<file path="config.mk">
export PLATFORM = sky130hd
export DESIGN_NAME = dma_controller
export DESIGN_NICKNAME = d
export VERILOG_FILES = /design/src/rtl/dma_controller_pkg.sv /design/src/rtl/dma_addr_gen.sv /design/src/rtl/dma_controller.sv
export SDC_FILE = /design/constraint.sdc
export NUM_CORES = 1
export LEC_CHECK = 0
export CORE_UTILIZATION = 47
export CTS_CLUSTER_DIAMETER = 200
export DETAILED_ROUTE_END_ITERATION = 10
export GPL_TIMING_DRIVEN = 0
export PLACE_DENSITY = 0.95
export SLEW_MARGIN = 0
export SYNTH_ARGS = -nofsm -noshare
export SYNTH_HDL_FRONTEND = slang
export SYNTH_HIERARCHICAL = 1
export SYNTH_SLANG_ARGS = --single-unit
export TNS_END_PERCENT = 100
</file>
<file path="constraint.sdc">
create_clock -name clk -period 5.2 [get_ports clk]
set_input_delay 1.04 -clock clk [delete_from_list [all_inputs] [get_ports clk]]
set_output_delay 1.04 -clock clk [all_outputs]
set_load 0.05 [all_outputs]
</file>
<file path="src/rtl/dma_controller_pkg.sv">
// dma_controller_pkg: shared DMA constants and the transfer FSM state encoding.
package dma_controller_pkg;

  localparam int DMA_WORD_SIZE   = 16;
  localparam int DMA_BLOCK_WORDS = 12;
  localparam int DMA_CNT_W       = 4;

  typedef enum logic [2:0] {
    ST_IDLE    = 3'd0,
    ST_REQUEST = 3'd1,
    ST_FETCH   = 3'd2,
    ST_WRITE   = 3'd3,
    ST_DONE    = 3'd4
  } dma_state_e;

endpackage

</file>
<file path="src/rtl/dma_addr_gen.sv">
// dma_addr_gen: base-address register and acknowledged-word counter; the write
// address is the modular sum of the two, so it wraps naturally at the top of memory.
module dma_addr_gen
  import dma_controller_pkg::*;
#(
  parameter int WORD_SIZE = DMA_WORD_SIZE
) (
  input  logic                 clk,
  input  logic                 reset_n,
  input  logic                 load,
  input  logic [WORD_SIZE-1:0] base_addr,
  input  logic                 incr,
  output logic [WORD_SIZE-1:0] mem_addr,
  output logic [DMA_CNT_W-1:0] dma_counter
);

  logic [WORD_SIZE-1:0] base_q;
  logic [DMA_CNT_W-1:0] cnt_q;

  // Latch base and clear count on start; step count once per acknowledged write
  always_ff @(posedge clk or negedge reset_n) begin
    if (!reset_n) begin
      base_q <= '0;
      cnt_q  <= '0;
    end else if (load) begin
      base_q <= base_addr;
      cnt_q  <= '0;
    end else if (incr) begin
      cnt_q  <= cnt_q + DMA_CNT_W'(1);
    end
  end

  assign mem_addr    = base_q + WORD_SIZE'(cnt_q);
  assign dma_counter = cnt_q;

endmodule

</file>
<file path="src/rtl/dma_controller.sv">
// dma_controller: bus-master engine copying BLOCK_WORDS device words into memory
// after winning the BR/BG handshake; freezes in place whenever the grant is withdrawn.
module dma_controller
  import dma_controller_pkg::*;
#(
  parameter int WORD_SIZE   = DMA_WORD_SIZE,
  parameter int BLOCK_WORDS = DMA_BLOCK_WORDS
) (
  input  logic                 clk,
  input  logic                 reset_n,
  input  logic                 cmd_start,
  input  logic [WORD_SIZE-1:0] cmd_addr,
  output logic                 busy,
  output logic                 BR,
  input  logic                 BG,
  input  logic                 dev_valid,
  input  logic [WORD_SIZE-1:0] dev_data,
  output logic                 dev_ready,
  output logic [WORD_SIZE-1:0] mem_addr,
  output logic [WORD_SIZE-1:0] mem_data,
  output logic                 mem_write,
  input  logic                 mem_ack,
  output logic [DMA_CNT_W-1:0] dma_counter,
  output logic                 dma_end
);

  localparam logic [DMA_CNT_W:0] LAST_CNT = (DMA_CNT_W+1)'(BLOCK_WORDS);

  dma_state_e           state_q;
  dma_state_e           state_d;
  logic [WORD_SIZE-1:0] hold_q;
  logic                 end_q;
  logic                 load;
  logic                 accept;
  logic                 incr;
  logic [DMA_CNT_W:0]   cnt_next;

  assign load     = (state_q == ST_IDLE) && cmd_start;
  assign accept   = dev_ready && dev_valid;
  assign incr     = mem_write && mem_ack;
  assign cnt_next = {1'b0, dma_counter} + (DMA_CNT_W+1)'(1);

  dma_addr_gen #(
    .WORD_SIZE (WORD_SIZE)
  ) u_addr_gen (
    .clk         (clk),
    .reset_n     (reset_n),
    .load        (load),
    .base_addr   (cmd_addr),
    .incr        (incr),
    .mem_addr    (mem_addr),
    .dma_counter (dma_counter)
  );

  // State register
  always_ff @(posedge clk or negedge reset_n) begin
    if (!reset_n) state_q <= ST_IDLE;
    else          state_q <= state_d;
  end

  // Next-state logic; a withdrawn grant simply blocks the FETCH/WRITE exits
  always_comb begin
    state_d = state_q;
    case (state_q)
      ST_IDLE:    if (cmd_start) state_d = ST_REQUEST;
      ST_REQUEST: if (BG)        state_d = ST_FETCH;
      ST_FETCH:   if (accept)    state_d = ST_WRITE;
      ST_WRITE:   if (incr)      state_d = (cnt_next == LAST_CNT) ? ST_DONE : ST_FETCH;
      ST_DONE:    if (!BG)       state_d = ST_IDLE;
      default:                   state_d = ST_IDLE;
    endcase
  end

  // State decodes; BG gating is the only input-to-output path
  always_comb begin
    BR        = 1'b0;
    busy      = 1'b0;
    dev_ready = 1'b0;
    mem_write = 1'b0;
    case (state_q)
      ST_REQUEST: begin
        BR   = 1'b1;
        busy = 1'b1;
      end
      ST_FETCH: begin
        BR        = 1'b1;
        busy      = 1'b1;
        dev_ready = BG;
      end
      ST_WRITE: begin
        BR        = 1'b1;
        busy      = 1'b1;
        mem_write = BG;
      end
      ST_DONE:  busy = 1'b1;
      default: ;
    endcase
  end

  // Holding register keeps the accepted word stable for the whole write handshake
  always_ff @(posedge clk or negedge reset_n) begin
    if (!reset_n)    hold_q <= '0;
    else if (accept) hold_q <= dev_data;
  end

  // Completion pulse marks only the first DONE cycle, however long BG lingers
  always_ff @(posedge clk or negedge reset_n) begin
    if (!reset_n) end_q <= 1'b0;
    else          end_q <= (state_q == ST_WRITE) && (state_d == ST_DONE);
  end

  assign mem_data = hold_q;
  assign dma_end  = end_q;

endmodule
</file>
; ---- Word level (Yosys, flattened, before mapping)
; Cells that the tools add are included.
[totals]
elab_cells = 35
input_bits = 38
regBits = 40
out_inout_bits = 41
[classes]
add_sub_neg = 3
mux = 13
eq_ne = 6
reduce_logical = 8
[op_table]
columns = op, count
row1 = $mux 3, 6
row2 = $add 16x4->16, 1
row3 = $pmux 3 s5, 1
row4 = $mux 4, 2
row5 = $eq 3x2->1 const B, 2
row6 = $eq 3x3->1 const B, 2
row7 = $add 4x1->5 const B, 1
row8 = $eq 5x4->1 const B, 1
row9 = $add 4x1->4 const B, 1
row10 = $logic_and 1x1->1, 4
row11 = $mux 1, 4
row12 = $reduce_or 4->1, 1
row13 = $eq 3x1->1 const B, 1
row14 = $logic_not 3->1, 1
row15 = $reduce_or 3->1, 1
row16 = $reduce_bool 2->1, 1

; ---- Logic depth before layout (Yosys ltp)
[logic_depth]
ltp_word = 7
ltp_mapped = 6
depth_no_buf = 6

; ---- Modules after synthesis
; The synthesis kept the hierarchy.
[modules_own_cells]
columns = module, seq_area_each_um2, n_inst, cells_each, area_per_inst_um2
row1 = dma_addr_gen, 500.5, 1, 93, 1137.3
row2 = dma_controller, 500.5, 1, 63, 900.9

; ---- Worst setup path after synthesis
; OpenSTA, ideal clock, no wires.
[synth_path]
kind = flip-flop to output port
start = register u_addr_gen.cnt_q[0], in the netlist u_addr_gen/dma_counter[0]
end = output mem_addr[10]
t_arrival_ns = 2.460
required_ns = 4.160
stages_incl_launch_ff = 7
path_buffers = 0
path_slack_ns = 1.700
cell_sequence = dfrtp_1 -> ha_1 -> fa_1 -> nand3_1 -> a21oi_2 -> and3_1 -> xor2_1
[synth_between]
elab_chain_cells = 1
[synth_rtl]
columns = element, line_no
row1 = "start, declared", dma_addr_gen.sv:18  ; logic [DMA_CNT_W-1:0] cnt_q;
row2 = "start signal, assigned", dma_addr_gen.sv:29  ; cnt_q <= cnt_q + DMA_CNT_W'(1);
row3 = $add 16x4->16, dma_addr_gen.sv:33  ; assign mem_addr = base_q + WORD_SIZE'(cnt_q);
row4 = "end, declared", dma_controller.sv:19  ; output logic [WORD_SIZE-1:0] mem_addr,
; No other way between the ends.

; ---- Worst setup path in the final report
; Same ends and word-level chain as after synthesis.

==> impl_metrics.yaml <==
yosys:
  ys.flop_type: "dfrtp_1"
  netlist_instances: 156
  mappedNetlistArea_mm2: 0.00204
  synth_fp_nets: 200
  ys.warnings.count: 6
  synth.ff_latch_count: 40
  ys_async_sr_fraction_pct: 100
  syn_avg_cell_area_um2: 13.1
  yosys-top-cells-area: "dfrtp_1 (49%), mux2_2 (12%), mux2_4 (7.4%)"
  synth_cell_type_count: 41
  synth_edf_count: 0
  seq_area_frac_synth_pct: 49.1
  synth.top_cell.area_share_pct: 49.1
  yosysTopAreaCell: "dfrtp_1"
timing:
  max_slew_margin_pct: 40.0
  fin_skew_ns: 0.00540
  setup_viol: 0
  worst_slew_pin_slew_ns: 0.901
  tns_ns: 0
  rsz0062_at_grt: "false"
  fmax_ghz: 0.258
  finalHoldViolations: 0
  whs_ns: 0.494
  finalMaxSlewViolations: 0
  finalCritPeriodShare_pct: 74.5
  min_period_ns: 3.87
hold_path:
  hold_path.class: "flip-flop to flip-flop"
floorplan:
  die_h_um: 67.9
  num_rows: 23
  fp.dieW_um: 67.9
  pin_count: 79
  initial_utilization_pct: 49.9
  core_area_mm2: 0.00409
  die_area_mm2: 0.00460
worst_setup_path:
  slowest_delay_ns: 0.84
  cp.arrival_ns: 2.83
  cp-end-kind: "primary output"
  crit_path_cell_trace: "ha_1 > fa_1 > nand3_1 > a21oi_2 > and3_1 > xor2_1 > clkdlybuf4s50_1"
  worst_ep_required_time_ns: 4.16
  crit_fanout: 6
  cpMaxStageDelayCell: "clkdlybuf4s50_1"
  critPathKind: "flip-flop to primary output"
  critPathLaunchType: "flip-flop"
global_route:
  grtUsageMet2_pct: 38.6
  grt-ovfl-total: 0
  met1_usage_pct: 24.5
  grt_max_degree: 41
  grt_pass1_vias: 1629
  use_met3_pct: 7.17
  grt_pass1_wl_um: 7200
  grt.busiest_layer: "met2"
  grt_antenna_before_repair: 0
  track_usage_pct: 21.5
route:
  first_pass_iters: 4
  wirelength_um: 4410
  wire_per_inst_um: 15.1
  drc_errors: 0
  drt_iter0_drc: 88
  vias_per_cell: 5.19
  num_vias: 1516
  ant_nets: 0
cells_and_area:
  fin_nets: 285
  final_cells: 292
  final_cell_mix: "clkdlybuf4s50_1 (77), dfrtp_1 (40), mux2_2 (22)"
  area_delta_synth_final_pct: 45.5
  layout_commonest_cell: "clkdlybuf4s50_1"
  fillCellCount: 303
  diodes: 0
  drive_gt1_share_pct: 20.7
clock_network:
  post_cts_buffers: 0
  cts_buffers: 5
  ctsHoldBuffers: 0
  htreeDepth: 2
  cts_root_buffer: "clkbuf_8"
  cts_resized: 0
  worstSkewPairLatency_ns: 0.29
  cts.clk_slew.worst_paths_ns: 0.07
  cts_max_path_buffers: 2
  cts_tree: "done"
  cts.sinks: 40
placement:
  hpwl_um: 3370
  portBuffers: 78
  placed_cells: 284
  gp_congestion: 0.740
run_status:
  status: "finished, final reports clean"
flow_run:
  drv_cap: 0
==> synthesized netlist by cell type (all sizes together), types with 2 or more instances <==
master,count
mux2,32
inv,2
nand3,3
nor3,5
ha,5
dfrtp,40
nor2,9
nand2,5
a21oi,5
buf,5
xnor2,6
nor3b,3
xor2,11
nor4,3
nand4,4
==> per-layer routing <==
layer / share of wire (%) / vias to the layer above
met5: 0 / -
met4: 1.1 / 0
met3: 6.2 / 6
met2: 52 / 52
met1: 40 / 732
li1: - / 726
==> state kept, by name, summed over array words and instances (netlist names) <==
| register | count |
|---|---|
| dma_end | 1 |
| mem_data | 16 |
| state_q | 3 |
| u_addr_gen/base_q | 16 |
| u_addr_gen/dma_counter | 4 |
==> critical path: cells and delay by family, from the launching register on <==
family          cells  cell delay (ns)
compound gates      1             0.09
simple gates        2             0.33
fa+ha+maj           2             0.69
flops               1             0.45
buf+inv             1             0.84
xor+xnor            1             0.14
==> stage by stage <==
| stage | setup WS [ns] | instance area [um^2] | util (%) |
|---|---|---|---|
| finish | 1.33 | 2970 | 72.6 |
| global route | 1.19 | 2970 | 72.6 |
| CTS | 1.28 | 2970 | 72.6 |
| detailed placement | 1.42 | 2880 | 70.4 |
| global placement | 1.45 | 2880 | 70.5 |
| floorplan | 1.70 | 2040 | - |
==> cell type report <==
| cell class | count | area [um^2] | share of cell area, % |
|---|---|---|---|
| Buffer | 6 | 52.6 | 1.77 |
| Timing Repair Buffer | 78 | 776 | 26.1 |
| Tap cell | 50 | 62.6 | 2.11 |
| Sequential cell | 40 | 1000 | 33.7 |
| Clock buffer | 8 | 90.1 | 3.04 |
| Inverter | 2 | 7.51 | 0.253 |
| Multi-Input combinational cell | 108 | 977 | 32.9 |
==> cells by family (layout without fill, tap and decap cells) <==
family | after synthesis | count (layout) | share of synthesized area [%]
multiplexers | 33 | 33 | 20.0
buffers and inverters | 8 | 94 | 2.95
flip-flops | 40 | 40 | 49.1
adder cells (fa/ha/maj) | 6 | 6 | 4.05
XOR/XNOR | 17 | 17 | 7.30
AND/OR/NAND/NOR | 39 | 39 | 11.7
AO/OA/AOI/OAI | 13 | 13 | 4.85
==> final timing paths <==
kind / slack [ns] / from / cells past startpoint / end
worst max-delay path: 1.33 / u_addr_gen/dma_counter[0] / 7 / mem_addr[10]
worst min-delay path: 0.49 / state_q[2] / 1 / dma_end
worst max register to register: 3.34 / state_q[2] / 4 / u_addr_gen/base_q[5]
worst min register to register: 0.49 / state_q[2] / 1 / dma_end
max in group asynchronous: 3.76 / reset_n / 1 / u_addr_gen/base_q[6]
min in group asynchronous: 0.88 / reset_n / 1 / u_addr_gen/base_q[14]
Power is left out: the tool's default activity adds up to more than one toggle a clock period on the data nets, which glitch-free logic cannot reach.
